`src/rtl/data_memory.sv`:
```
// rtl/data_memory.sv - word-organised data memory for the single-cycle RISC-V MEM stage
//
// Purpose: DEPTH x 32-bit word store with a synchronous write and a combinational,
// zero-latency read. The address is a word index, not a byte address. Any index
// at or above DEPTH is out of range: writes there are dropped and reads return zero.
//
// Ports:
//   clk        in   1   rising-edge clock for every state update
//   reset      in   1   synchronous active-high reset; clears every word; beats MemWrite
//   MemRead    in   1   read enable; read_data is zero while low
//   MemWrite   in   1   write enable, sampled at the rising clk edge
//   address    in  32   word index
//   write_data in  32   word stored on a qualified write
//   read_data  out 32   combinational read result (no output register)

module data_memory #(
    parameter int DEPTH = 64,
    localparam int AW   = $clog2(DEPTH)
) (
    input  logic        clk,
    input  logic        reset,
    input  logic        MemRead,
    input  logic        MemWrite,
    input  logic [31:0] address,
    input  logic [31:0] write_data,
    output logic [31:0] read_data
);

    logic [31:0]   mem_q [DEPTH];
    logic          addr_valid;
    logic [AW-1:0] word_idx;
    logic          wr_en_d;

    // An access is in range only when every bit above the index field is zero.
    // Taking just the low AW bits alone would alias out-of-range addresses onto
    // real words.
    assign addr_valid = (address[31:AW] == '0);
    assign word_idx   = address[AW-1:0];
    assign wr_en_d    = MemWrite && addr_valid;

    // Reset is checked first, so a write presented in a reset cycle is discarded.
    always_ff @(posedge clk) begin
        if (reset) begin
            for (int i = 0; i < DEPTH; i++) begin
                mem_q[i] <= '0;
            end
        end else if (wr_en_d) begin
            mem_q[word_idx] <= write_data;
        end
    end

    // The read comes straight from the array and never bypasses write_data. On a
    // same-address read/write, read_data shows the old word until the edge and the
    // new word after it.
    assign read_data = (MemRead && addr_valid) ? mem_q[word_idx] : 32'h0000_0000;

endmodule

```
`config.mk`:
```
export PLATFORM = sky130hd
export DESIGN_NAME = data_memory
export DESIGN_NICKNAME = d
export VERILOG_FILES = /design/src/rtl/data_memory.sv
export SDC_FILE = /design/constraint.sdc
export NUM_CORES = 2
export LEC_CHECK = 0
export CORE_ASPECT_RATIO = 1.1
export CORE_MARGIN = 2
export CORE_UTILIZATION = 30
export DETAILED_ROUTE_END_ITERATION = 16
export DONT_BUFFER_PORTS = 1
export HOLD_SLACK_MARGIN = 0.12
export PLACE_DENSITY = 0.48
export SYNTH_ARGS = -nofsm -noshare
export SYNTH_HDL_FRONTEND = slang
export SYNTH_SLANG_ARGS = --single-unit
```
`constraint.sdc`:
```
create_clock -name clk -period 7.4 [get_ports clk]
set_clock_uncertainty 0.1 [all_clocks]
set_input_delay 0.74 -clock clk [delete_from_list [all_inputs] [get_ports clk]]
set_output_delay 0.74 -clock clk [all_outputs]
set_load 0.005 [all_outputs]
```
==> results.py <==
metrics = {
    "logic_synthesis": {
        "synth_edf_count": 2048,
        "syn-cell-area_mm2": 0.0928,
        "ys_dominant_reg_cell": "edfxtp_1",
        "yosys_warnings": 0,
        "async_flop_share_pct": 0,
        "synth_cells": 6890,
        "syn-num-nets": 6958,
        "synth.distinct_cells": 65,
        "synth_area_per_cell_um2": 13.5,
        "synth_compound_area_share_pct": 10.4,
        "synthAdderAreaFrac_pct": 0,
        "synth-seq-cells": 2048,
        "synth_mux_area_share_pct": 2.76,
        "synth_top_family_by_area": "simple AND/OR/NAND/NOR gates",
        "ys_seq_area_share_pct": 66.3,
        "synth_xor_area_share_pct": 0,
        "synth-simple-area-share_pct": 16.9,
    },
    "worst_setup_path": {
        "path_cells": "nor2_4 > buf_4 > a22oi_1 > nor2_1 > o21ai_0 > o211a_1 > a41oi_1 > buf_4",
        "critPathArrivalTime_ns": 4.98,
        "critPathLaunchType": "input pin",
        "critPathMaxStageDelay_ns": 1.00,
        "path_class": "input pin to output port",
        "path_common_cell": "buf_4",
        "worst_path_max_delay_cell": "nor2_4",
        "cp.required_ns": 6.56,
        "end_kind": "output port",
        "crit_fanout": 289,
    },
    "power": {
        "p_seq_share_pct": 51.4,
        "power_frac_clock_pct": 40.8,
        "p_sw_share_pct": 24.9,
        "pwr-share-comb_pct": 7.7,
        "power.total_mw": 26.2,
        "p_leak_nw": 35.1,
        "vdd.ir_drop.worst_mv": 0.216,
        "p_int_mw": 19.7,
        "p_sw_mw": 6.52,
        "power_density_mw_per_mm2": 250,
    },
    "layout": {
        "drive_gt1_share_pct": 12.4,
        "stdcell_count": 10980,
        "largest_register_ffs": 2048,
        "fill_cells": 29870,
        "area_growth_pct": 12.9,
        "largest-register": "mem_q",
        "nets": 6717,
        "top_regs": "mem_q: 2048 flops",
    },
    "detailed_routing": {
        "finalWirelength_mm": 392,
        "num_vias": 61962,
        "post_drt_wl_per_cell_um": 35.7,
        "dr.pass1.iters": 6,
        "viasPerCell": 5.64,
        "drtAntennaViolNets": 0,
        "post-route-drc-count": 0,
        "drt-initial-drc-count": 9765,
    },
    "job": {
        "cap_violations": 3,
    },
    "global_route": {
        "grt_max_degree": 314,
        "overflow": 0,
        "grt_pass1_wl_mm": 530,
        "grt_pass1_vias": 59530,
        "antenna_found_initial": 55,
        "grt_use_total_pct": 24.4,
    },
    "floorplanning": {
        "dieWidth_um": 534,
        "core_region_area_mm2": 0.308,
        "die_area_mm2": 0.314,
        "num_rows": 214,
        "die_h_um": 587,
        "start_util_pct": 30.1,
        "boundaryPins": 100,
    },
    "clock_network": {
        "numCtsBuffers": 226,
        "cts-htree-levels": 4,
        "clockBufferDepth": 4,
        "cts_tree": "yes",
        "cts.sinks": 2048,
        "cts_resized": 0,
        "cts-root-buf": "clkbuf_16",
        "clk_pin_slew_worst_paths_ns": 0.06,
    },
    "placement": {
        "dpl.cell_count": 10492,
        "portBuffers": 0,
        "dpl.hpwl_mm": 228,
        "gp_congestion": 0.899,
    },
    "timing": {
        "fmax_mhz": 172,
        "slew_headroom_pct": -4.61,
        "setup_tns_ns": 0,
        "finalHoldViolations": 0,
        "period_share_pct": 78.6,
        "fin_crit_ns": 5.82,
        "rsz0062_at_grt": "false",
        "worst_slew_pin_slew_ns": 1.57,
        "maxSlewViolCount": 62,
        "setup_violations": 0,
    },
    "run_status": {
        "violations": "capacitance limit, slew limit",
        "status": "finished with violations",
    },
    "worst_hold_path": {
        "hold_class": "input pin to register",
    },
}
## cells in the mapped netlist, types with 11 or more instances
cell / instances / share of area (%)
and2_1: 2052 / 14
edfxtp_1: 2048 / 66
a221oi_1: 496 / 4.7
clkbuf_1: 327 / 1.3
a22oi_1: 282 / 2.3
nor2_1: 272 / 1.1
clkbuf_2: 186 / 1.0
buf_2: 156 / 0.84
o21ai_0: 138 / 0.74
o22ai_1: 112 / 0.76
mux2i_1: 102 / 1.1
nand2_1: 80 / 0.32
buf_1: 79 / 0.32
or2_2: 66 / 0.45
a21oi_1: 63 / 0.34
mux4_2: 46 / 1.1
mux2_2: 45 / 0.55
nor3_1: 42 / 0.23
a22o_1: 21 / 0.20
a31oi_1: 21 / 0.14
a211oi_1: 19 / 0.15
o221ai_1: 19 / 0.18
nor2_4: 17 / 0.21
o32ai_1: 17 / 0.16
and4_1: 16 / 0.15
buf_4: 16 / 0.13
a221o_1: 13 / 0.14
a41oi_1: 11 / 0.10
nor4_1: 11 / 0.074
## final timing paths
path | slack, ns | depth (start not counted) | start | end
worst max-delay path | 1.58 | 8 | address[2] | read_data[15]
worst min-delay path | 0.22 | 2 | write_data[7] | mem_q[21][7]
## repair_timing
action,4_1_cts,5_1_grt
hold buffers,33,0
buffers inserted,0,0
hold endpoints to repair,2049,0
## power by group through the flow
stage | sequential, mW | combinational (mW) | clock [mW]
after floorplan | 13.6 | 0.990 | 0
after global placement | 13.7 | 1.68 | 0
after detailed placement | 13.7 | 1.68 | 0
after CTS | 13.5 | 1.99 | 10.8
after global routing | 13.5 | 2.05 | 11.2
final | 13.5 | 2.02 | 10.7
## cells in the final DEF (no fill, tap or decap), types with 46 or more instances in the layout
master,count
a221oi_1,496
o21ai_0,128
o22ai_1,112
diode_2,58
mux4_2,46
or2_2,66
and2_1,2049
a22oi_1,282
edfxtp_1,2048
mux2i_1,102
clkbuf_16,226
nor2_2,47
a21oi_1,62
clkinv_1,60
nand2_1,79
nor2_1,223
clkbuf_1,49
buf_4,245
## per-layer routing
metal / share of wire, % / wire (um) / track usage [%] / up-vias
met5: 0.010 / 40 / 0 / -
met4: 6.4 / 25000 / 13.4 / 6
met3: 8.9 / 35000 / 4.20 / 737
met2: 46 / 180000 / 38.4 / 3572
met1: 39 / 152000 / 31.8 / 32412
li1: - / - / - / 25235
## through the flow
step / setup slack (ns) / cell area, um^2 / util [%] / hold slack, ns
final: 1.58 / 105000 / 34.0 / 0.222
after global routing: 1.86 / 105000 / 33.9 / 0.193
after global placement: 1.88 / 97000 / 31.4 / 0.852
after floorplan: 4.17 / 92800 / - / 1.10
after CTS: 2.17 / 105000 / 33.9 / 0.161
after detailed placement: 2.18 / 97000 / 31.4 / 0.854
## cells by family (layout without fill, tap and decap cells)
kind of cell	count (synthesis)	after routing
buffers and inverters	769	697
flip-flops	2048	2048
AND/OR/NAND/NOR	2618	2618
other	0	58
multiplexers	193	193
AO/OA/AOI/OAI	1262	1262
## worst max-delay path, delay by kind of cell
kind	cells	cell delay (ns)
buffers and inverters	2	0.82
and+or+nand+nor	2	1.15
AOI/OAI and AO/OA	4	1.88
## final cells by class
class                   instances  area (um^2)  area share (%)
inverters                       4         27.5          0.0263
flip-flops and latches       2048        61500            58.7
repair buffers                296         3080            2.94
diodes                         58          145           0.139
multi-input cells            4073        28100            26.9
clock buffers                 275         5840            5.58
well taps                    4104         5130            4.90
clock inverters               122          858           0.820
Note: power is estimated with default switching activity, not from simulation.
